$ cat config.mk
export PLATFORM = sky130hd
export DESIGN_NAME = vga_mode_ctrl
export DESIGN_NICKNAME = d
export VERILOG_FILES = /design/src/rtl/vga_mode_ctrl.sv
export SDC_FILE = /design/constraint.sdc
export NUM_CORES = 1
export LEC_CHECK = 0
export ABC_AREA = 1
export BUFFER_PORTS_ARGS = -buffer_cell sky130_fd_sc_hd__clkbuf_2
export CAP_MARGIN = 20
export CORE_MARGIN = 3
export CORE_UTILIZATION = 44
export DETAILED_ROUTE_END_ITERATION = 10
export GPL_ROUTABILITY_DRIVEN = 0
export PLACE_DENSITY = 0.85
export SLEW_MARGIN = 20
export SYNTH_ARGS = -nofsm -noshare
export SYNTH_HDL_FRONTEND = slang
export SYNTH_SLANG_ARGS = --single-unit
$ cat constraint.sdc
create_clock -name clk -period 1.5 [get_ports clk]
set_input_delay 0.075 -clock clk [delete_from_list [all_inputs] [get_ports clk]]
set_output_delay 0.075 -clock clk [all_outputs]
set_load 0.02 [all_outputs]
$ cat src/rtl/vga_mode_ctrl.sv
// Video mode reconfiguration controller: accepts a mode request, optionally waits for the
// end of the current frame, then holds the timing generator in reset while new timings load.
module vga_mode_ctrl #(
  parameter int unsigned HOLD_CYCLES = 4,
  parameter int unsigned TIMEOUT     = 3000000
) (
  input  logic        clk,
  input  logic        rst,
  input  logic        mode_valid,
  input  logic [1:0]  mode_sel,
  output logic        mode_ready,
  input  logic        frame_end,
  output logic        vga_rst_n,
  output logic [15:0] H_Sync,
  output logic [15:0] H_BP,
  output logic [15:0] H_Act,
  output logic [15:0] H_FP,
  output logic [15:0] V_Sync,
  output logic [15:0] V_BP,
  output logic [15:0] V_Act,
  output logic [15:0] V_FP,
  output logic [1:0]  mode_cur,
  output logic        cfg_done,
  output logic        err,
  output logic        wait_to
);

  typedef enum logic [1:0] {IDLE, WAIT_FRAME, HOLD} state_e;

  typedef struct packed {
    logic [15:0] h_sync, h_bp, h_act, h_fp;
    logic [15:0] v_sync, v_bp, v_act, v_fp;
  } timing_t;

  function automatic timing_t mode_timing(input logic [1:0] m);
    case (m)
      2'd0:    return '{16'd96, 16'd48,  16'd640,  16'd16,  16'd2, 16'd33, 16'd480,  16'd10};
      2'd1:    return '{16'd40, 16'd220, 16'd1280, 16'd110, 16'd5, 16'd20, 16'd720,  16'd5};
      2'd2:    return '{16'd44, 16'd148, 16'd1920, 16'd88,  16'd5, 16'd36, 16'd1080, 16'd4};
      default: return '0;
    endcase
  endfunction

  state_e      state_q, state_d;
  logic [21:0] wait_cnt_q, wait_cnt_d;
  logic [7:0]  hold_cnt_q, hold_cnt_d;
  logic [1:0]  mode_q, mode_d;
  logic [1:0]  mode_cur_q, mode_cur_d;
  timing_t     timing_q, timing_d;
  logic        running_q, running_d;
  logic        mode_ready_q, mode_ready_d;
  logic        vga_rst_n_q, vga_rst_n_d;
  logic        cfg_done_q, cfg_done_d;
  logic        err_q, err_d;
  logic        wait_to_q, wait_to_d;

  logic accept, legal, timeout_hit, hold_last, enter_hold;
  logic [1:0] tgt_mode;

  assign accept      = mode_valid && mode_ready_q;
  assign legal       = (mode_sel != 2'd3);
  assign timeout_hit = (wait_cnt_q == 22'(TIMEOUT - 1));
  assign hold_last   = (hold_cnt_q == 8'(HOLD_CYCLES - 1));

  // NOTE: sync reset clears every register, including the timing table outputs, so an aborted
  // reconfiguration leaves the generator in reset with zeroed parameters.
  always_ff @(posedge clk) begin
    if (rst) begin
      state_q      <= IDLE;
      wait_cnt_q   <= '0;
      hold_cnt_q   <= '0;
      mode_q       <= '0;
      mode_cur_q   <= '0;
      timing_q     <= '0;
      running_q    <= 1'b0;
      mode_ready_q <= 1'b0;
      vga_rst_n_q  <= 1'b0;
      cfg_done_q   <= 1'b0;
      err_q        <= 1'b0;
      wait_to_q    <= 1'b0;
    end else begin
      // NOTE: non-blocking assignments so every register samples pre-edge values together.
      state_q      <= state_d;
      wait_cnt_q   <= wait_cnt_d;
      hold_cnt_q   <= hold_cnt_d;
      mode_q       <= mode_d;
      mode_cur_q   <= mode_cur_d;
      timing_q     <= timing_d;
      running_q    <= running_d;
      mode_ready_q <= mode_ready_d;
      vga_rst_n_q  <= vga_rst_n_d;
      cfg_done_q   <= cfg_done_d;
      err_q        <= err_d;
      wait_to_q    <= wait_to_d;
    end
  end

  always_comb begin
    // NOTE: default first so no path leaves state_d unassigned (no latch).
    state_d = state_q;
    case (state_q)
      IDLE:       if (accept && legal) state_d = running_q ? WAIT_FRAME : HOLD;
      WAIT_FRAME: if (frame_end || timeout_hit) state_d = HOLD;
      HOLD:       if (hold_last) state_d = IDLE;
      default:    state_d = IDLE;
    endcase
  end

  always_comb begin
    enter_hold   = (state_d == HOLD) && (state_q != HOLD);
    // From IDLE the mode goes straight to HOLD, so it is taken from the request itself.
    tgt_mode     = (state_q == IDLE) ? mode_sel : mode_q;
    mode_d       = (state_q == IDLE && accept && legal) ? mode_sel : mode_q;
    wait_cnt_d   = (state_q == WAIT_FRAME) ? wait_cnt_q + 22'd1 : '0;
    hold_cnt_d   = (state_q == HOLD && !hold_last) ? hold_cnt_q + 8'd1 : '0;
    mode_ready_d = (state_d == IDLE);
    err_d        = (state_q == IDLE) && accept && !legal;
    wait_to_d    = (state_q == WAIT_FRAME) && !frame_end && timeout_hit;
    cfg_done_d   = (state_q == HOLD) && hold_last;
    running_d    = running_q || cfg_done_d;
    vga_rst_n_d  = vga_rst_n_q;
    if (enter_hold)      vga_rst_n_d = 1'b0;
    else if (cfg_done_d) vga_rst_n_d = 1'b1;
    timing_d     = enter_hold ? mode_timing(tgt_mode) : timing_q;
    mode_cur_d   = enter_hold ? tgt_mode : mode_cur_q;
  end

  assign mode_ready = mode_ready_q;
  assign vga_rst_n  = vga_rst_n_q;
  assign H_Sync     = timing_q.h_sync;
  assign H_BP       = timing_q.h_bp;
  assign H_Act      = timing_q.h_act;
  assign H_FP       = timing_q.h_fp;
  assign V_Sync     = timing_q.v_sync;
  assign V_BP       = timing_q.v_bp;
  assign V_Act      = timing_q.v_act;
  assign V_FP       = timing_q.v_fp;
  assign mode_cur   = mode_cur_q;
  assign cfg_done   = cfg_done_q;
  assign err        = err_q;
  assign wait_to    = wait_to_q;

endmodule
==> results of run 1 <==
through the flow:
step	total power (W)	worst slack (ns)	area (um^2)
after floorplan	0.00226	0.0283	3640
after global placement	0.00211	0.0393	3210
after detailed placement	0.00213	-0.0439	3210
after CTS	0.00311	0.00840	3350
after global routing	0.00327	-0.131	3580
final	0.00314	-0.0436	3580
cells by family (layout without fill, tap and decap cells):
group | Yosys count | in the layout
buffers and inverters | 182 | 137
AND/OR/NAND/NOR | 170 | 172
AO/OA/AOI/OAI | 35 | 35
other | 1 | 89
flip-flops | 49 | 49
XOR/XNOR | 6 | 6
adder cells (fa/ha/maj) | 6 | 6
what timing repair did:
action                                  CTS  global route
gates resized for setup                   3            58
buffers inserted                          0             5
hold endpoints to repair                  0             0
hold buffers                              0             0
endpoints found under the setup margin   11            27
gates cloned                              1             1
pin swaps                                 1            29
worst max-delay path: cells and delay by family, from the launching register on:
family           cells  cell delay, ns
flip-flops           1            0.40
AND/OR/NAND/NOR      4            0.92
AO/OA/AOI/OAI        1            0.15
final cells by class:
| type | count | area share [%] |
|---|---|---|
| Tap cell | 96 | 3.35 |
| Multi-Input combinational cell | 308 | 47.8 |
| Clock inverter | 1 | 0.838 |
| Inverter | 57 | 5.97 |
| Timing Repair Buffer | 72 | 11.6 |
| Clock buffer | 7 | 2.41 |
| Sequential cell | 49 | 28.0 |
power groups by stage:
stage	combinational [W]	clock, W	sequential, W
detailed placement	0.000715	0	0.00141
floorplan	0.000813	0	0.00144
global route	0.000832	0.00105	0.00139
finish	0.000772	0.000991	0.00138
global placement	0.000703	0	0.00141
CTS	0.000725	0.00100	0.00138
per-layer routing:
layer	vias up	share of wire (%)	GRT usage [%]
li1	1288	-	-
met1	1208	38	14.4
met2	113	53	24.7
met3	12	7.1	2.92
met4	0	1.6	6.96
met5	-	0	0
state kept, by name, indices dropped and copies added, names as in the netlist:
signal	flops
H_Act	1
H_BP	4
V_Act	2
cfg_done	1
err	1
hold_cnt_q	8
mode_cur	2
mode_q	2
mode_ready	1
running_q	1
state_q	2
vga_rst_n	1
wait_cnt_q	22
wait_to	1
path summary, 6_finish.rpt:
path                            depth (start not counted)                   endpoint                 startpoint  slack (ns)
worst max-delay path                                    5  wait_cnt_q[17]$_SDFF_PP0_  wait_cnt_q[16]$_SDFF_PP0_       -0.04
worst min-delay path                                    2        cfg_done$_SDFF_PP0_                        rst        0.05
worst max register to register                          5  wait_cnt_q[17]$_SDFF_PP0_  wait_cnt_q[16]$_SDFF_PP0_       -0.04
worst min register to register                          2  wait_cnt_q[18]$_SDFF_PP0_  wait_cnt_q[18]$_SDFF_PP0_        0.48
placed cells by master (no fill, tap or decap), types with 2 or more instances in the layout:
cell / count
a21oi_1: 18
a21oi_2: 2
buf_4: 20
clkbuf_2: 51
clkbuf_8: 6
clkinv_1: 2
conb_1: 89
dfxtp_1: 34
dfxtp_2: 14
ha_1: 4
ha_4: 2
inv_1: 46
inv_2: 9
nand2_1: 49
nand2_2: 11
nand2_4: 7
nand3_1: 12
nand3_2: 4
nand3_4: 4
nand4_1: 15
nor2_1: 36
nor2_2: 10
nor2_4: 7
nor3_1: 5
nor3_2: 2
nor4_1: 2
nor4_2: 2
o21ai_0: 8
o21ai_1: 3
or2_0: 2
xnor2_1: 2
xor2_1: 4
==> run_results.csv, run 1 <==
group,metric,value,unit
cells_and_area,drive_gt1_share,32.2,%
place,portBuffers,51,
power_and_ir_drop,p_sw_share,34.4,%
route,drt-initial-drc-count,116,
cells_and_area,seq_area,0.00100,mm^2
clock_tree,path_clk_slew,0.09,ns
route,dr.pass1.iters,4,
status,violations,"negative setup slack",
route,ant_nets,0,
clock_tree,htreeDepth,2,
yosys,synth_xor_area_share,1.59,%
yosys,syn_area_per_cell,7.36,um^2
timing,fmax,648,MHz
yosys,synth-compound-area-share,5.72,%
yosys,yosys.cell_count.top_type,"buf_4",
timing,finalClockSkew,0.00963,ns
min_path,hp-class,"in -> reg",
grt,grt.total_usage,13.5,%
yosys,yosys-top-cells-count,"buf_4, nand2_1, inv_1, dfxtp_1, nor2_1",
cells_and_area,multi_input_area,0.00171,mm^2
yosys,synth.mux.area_fraction,0,%
cells_and_area,area_growth,8.41,%
yosys,synth_cells,449,
cells_and_area,final_util,51.0,%
timing,hold_slack,0.0466,ns
timing,tns,-0.0944,ns
yosys,yosysWarnings,0,
power_and_ir_drop,vdd_ir_drop_max,0.345,mV
yosys,yosys.area_share.simple,26.1,%
floorplanning,dieArea,0.00859,mm^2
timing,timing.final.max_slew_violations,0,
route,vias_per_cell,4.44,
floorplanning,dieWidth,92.7,um
timing,min_period,1.54,ns
timing,grt_setup_unrepaired,"true",
power_and_ir_drop,p_leak,1.70,nW
timing,hold_viol,0,
floorplanning,die_h,92.7,um
cells_and_area,antenna_cells,0,
setup_path,worstPathMaxFanout,4,
power_and_ir_drop,seq_power_share,43.9,%
yosys,synth_flop_cell,"dfxtp_1",
setup_path,cp.arrival,1.78,ns
cells_and_area,fillCellCount,636,
clock_tree,cts.path.max_buffers,2,
grt,grt_pass1_wl,9670,um
route,via_count,2621,
power_and_ir_drop,p_int,0.00206,W
route,drc,0,
timing,setup_ws,-0.0436,ns
yosys,synth_area,0.00330,mm^2
yosys,synth_top_family_by_area,"buffers and inverters",
timing,period_share,103,%
setup_path,critPathCaptureType,"flop",
grt,grt_max_degree,15,
floorplanning,initial_utilization,47.1,%
clock_tree,clock_latency,0.31,ns
floorplanning,core-area,0.00702,mm^2
yosys,yosys.area.top_type,"dfxtp_1",
timing,setup_viol,3,
power_and_ir_drop,p_clk_share,31.5,%
grt,grt_pass1_vias,2348,
yosys,synth-seq-cells,49,
place,dp_cells,575,
clock_tree,clock-sinks,49,
route,wl,6870,um
status,status,"finished, violations left",
yosys,synth_adder_area_share,2.27,%
power_and_ir_drop,comb_power_share,24.6,%
power_and_ir_drop,net-switching-power,0.00108,W
clock_tree,root_buffer,"clkbuf_8",
grt,grt-ovfl-total,0,
yosys,synth_edf_count,0,
setup_path,slowest_delay,0.40,ns
power_and_ir_drop,power.density,877,mW/mm^2
grt,antenna_found_initial,0,
setup_path,required,1.74,ns
clock_tree,cts_buffers,5,
setup_path,crit_path_start_kind,"flop",
yosys,async_flop_share,0,%
floorplanning,io-pin-count,141,
run,drv_cap,0,
yosys,synth.area.top_cells,"dfxtp_1, buf_4, nand2_1, inv_1, nor2_1",
clock_tree,cts_tree,"yes",
setup_path,criticalPathCategory,"reg -> reg",
setup_path,slowest_stage,"dfxtp_1",
yosys,yosys.area.top_type_share,29.7,%
yosys,synth_cell_types,36,
cells_and_area,stdcell_count,590,
floorplanning,row_count,30,
place,hpwl,4670,um
route,routedWlPerCell,11.6,um
setup_path,crit_chain,"nand2_2 -> nor4_1 -> nand4_1 -> or2_0 -> a21oi_1",
cells_and_area,layout.nets,505,
yosys,synth-seq-area-share,29.7,%
No activity file was read; power rests on OpenSTA's default activity.
==> run 2: changes to the inputs <==
Settings changed: ABC_AREA 1 to default, CORE_UTILIZATION 44 to 43, CTS_CLUSTER_SIZE from default to 25.
==> run_results.csv, run 2 <==
group,metric,value,unit
setup_path,required,1.70,ns
yosys,async_flop_share,0,%
timing,period_share,112,%
clock_tree,htreeDepth,2,
yosys,synth.area.top_cells,"dfxtp_1, buf_4, nor2_1, xnor2_1, xor2_1",
setup_path,cp-endpoint,"mode_cur[0]$_SDFFE_PP0P_",
status,violations,"negative setup slack",
timing,setup_ws,-0.185,ns
yosys,yosys.cell_count.top_type,"buf_4",
cells_and_area,final_common_cell,"conb_1",
floorplanning,io-pin-count,141,
timing,grt_setup_unrepaired,"true",
setup_path,startpoint,"wait_cnt_q[0]$_SDFF_PP0_",
yosys,synth_cell_types,41,
cells_and_area,area_growth,14.2,%
clock_tree,cts.path.max_buffers,2,
grt,antenna_found_initial,0,
cells_and_area,drive_gt1_share,32.6,%
cells_and_area,fillCellCount,614,
clock_tree,clock_latency,0.30,ns
route,ant_nets,0,
yosys,synth_flop_cell,"dfxtp_1",
timing,timing.final.max_slew_violations,0,
yosys,synth.mux.area_fraction,2.64,%
cells_and_area,layout.nets,437,
setup_path,r2r_slack,-0.19,ns
yosys,synth-seq-cells,49,
yosys,synth_edf_count,0,
clock_tree,path_clk_slew,0.09,ns
setup_path,crit_path_start_kind,"flop",
clock_tree,clock-sinks,49,
route,routedWlPerCell,10.8,um
yosys,synth-compound-area-share,4.99,%
status,status,"finished, violations left",
route,wl,5580,um
power_and_ir_drop,fin_total_pwr,0.00292,W
setup_path,worstPathMaxFanout,4,
timing,setup_viol,19,
floorplanning,core-area,0.00660,mm^2
cells_and_area,antenna_cells,0,
route,drc,0,
yosys,synth_top_family_by_area,"buffers and inverters",
yosys,yosys.area_share.simple,19.7,%
clock_tree,cts_tree,"yes",
grt,grt_pass1_wl,8980,um
route,dr.pass1.iters,4,
grt,grt_pass1_vias,2017,
yosys,yosys.area.top_type_share,32.3,%
floorplanning,initial_utilization,46.0,%
place,hpwl,4270,um
timing,min_period,1.69,ns
power_and_ir_drop,vdd_ir_drop_max,0.388,mV
yosys,yosys-top-cells-count,"buf_4, dfxtp_1, nor2_1, nand2_1, nand3_1",
yosys,yosysWarnings,0,
route,via_count,2200,
setup_path,cp.arrival,1.89,ns
clock_tree,root_buffer,"clkbuf_8",
timing,fmax,593,MHz
min_path,hp-class,"in -> reg",
setup_path,slowest_stage,"dfxtp_2",
floorplanning,die_h,90.0,um
route,route.met3.wl,304,um
cells_and_area,most-common-layout-cells,"conb_1, clkbuf_2, buf_4, dfxtp_1, nor2_1",
timing,hold_viol,0,
setup_path,regToRegEndpoint,"mode_cur[0]$_SDFFE_PP0P_",
floorplanning,dieArea,0.00810,mm^2
setup_path,critPathCaptureType,"flop",
clock_tree,cts_buffers,5,
floorplanning,dieWidth,90.0,um
yosys,synth_area,0.00304,mm^2
run,drv_cap,0,
yosys,yosys.area.top_type,"dfxtp_1",
route,wl_met1,2160,um
route,topRoutingLayerUsed,"met4",
route,vias_per_cell,4.24,
route,wl_met2,3030,um
power_and_ir_drop,power.density,843,mW/mm^2
setup_path,rr_startpoint,"wait_cnt_q[0]$_SDFF_PP0_",
timing,finalClockSkew,0.00870,ns
grt,grt_max_degree,23,
yosys,synth_xor_area_share,6.35,%
power_and_ir_drop,p_leak,1.69,nW
place,portBuffers,51,
cells_and_area,regMostFlops,"wait_cnt_q",
setup_path,r2r_cells,8,
yosys,synth_adder_area_share,2.47,%
route,drt-initial-drc-count,72,
yosys,synth-seq-area-share,32.3,%
setup_path,criticalPathCategory,"reg -> reg",
timing,tns,-2.04,ns
setup_path,crit_chain,"ha_4 -> and3_4 -> nand4_1 -> buf_4 -> nor3_4 -> buf_6 -> o21ai_2 -> o311a_1",
floorplanning,row_count,29,
grt,grt-ovfl-total,0,
grt,grt.total_usage,13.1,%
cells_and_area,largest_reg_flops,22,
setup_path,slowest_delay,0.36,ns
yosys,synth_cells,356,
yosys,syn_area_per_cell,8.53,um^2
## run 2: cells by family after synthesis
logic type                 Yosys count
adders and majority gates            6
DFF                                 49
buffers and inverters              133
xor gates and xnor gates            22
muxes                                8
and+or+nand+nor                    115
AOI/OAI and AO/OA                   22
other                                1
## run 2: how the worst min path moves through the flow
stage	from	endpoint	slack [ns]	depth (start not counted)
2_1_floorplan	rst	state_q[1]$_SDFF_PP0_	0.15	1
3_3_place_gp	frame_end	wait_to$_SDFF_PP0_	0.32	2
3_5_place_dp	frame_end	wait_to$_SDFF_PP0_	0.32	2
4_1_cts	rst	state_q[1]$_SDFF_PP0_	0.03	2
5_1_grt	rst	state_q[1]$_SDFF_PP0_	0.05	2
6_report	rst	state_q[1]$_SDFF_PP0_	0.05	2
## run 2: report_power, final
part	internal, W	switching (W)
clock network	0.000662	0.000441
logic	0.000106	0.000366
registers	0.00132	0.0000224
total	0.00209	0.000829
## run 2: final cells by class
cell class / count / area, um^2 / share of cell area [%]
clock inverter: 3 / 65.1 / 1.88
clock buffer: 5 / 68.8 / 1.99
multi-input combinational: 262 / 1550 / 44.8
tap: 93 / 116 / 3.36
sequential: 49 / 990 / 28.6
timing repair buffer: 99 / 642 / 18.5
inverter: 8 / 30.0 / 0.866
## run 2: critical path, delay by kind of cell (launching register included)
family                     cells  cell delay, ns
buffers and inverters          2            0.33
and+or+nand+nor                3            0.58
DFF                            1            0.36
AOI/OAI and AO/OA              2            0.17
adders and majority gates      1            0.13
## run 2: per-stage QoR
step | hold WS, ns | instances | instance area (um^2) | util, % | worst slack (ns)
2_1_floorplan | 0.147 | 444 | 3410 | - | -0.208
6_report | 0.0493 | 519 | 3470 | 52.5 | -0.185
5_1_grt | 0.0488 | 519 | 3470 | 52.5 | -0.302
3_5_place_dp | 0.323 | 502 | 3160 | 47.9 | -0.256
3_3_place_gp | 0.317 | 502 | 3160 | 47.9 | -0.190
4_1_cts | 0.0326 | 515 | 3370 | 51.0 | -0.155
## run 2: per-layer routing
layer | GRT usage, % | vias to the layer above
li1 | - | 1097
met1 | 13.8 | 1018
met2 | 24.6 | 77
met3 | 3.17 | 8
met4 | 5.48 | 0
met5 | 0 | -
## run 2: what timing repair did
item / in CTS / in global routing
hold buffers: 1 / 0
hold endpoints to repair: 1 / 0
resized for setup: 8 / 15
setup buffers: 4 / 4
setup endpoints to repair: 23 / 25
pin swaps: 12 / 6
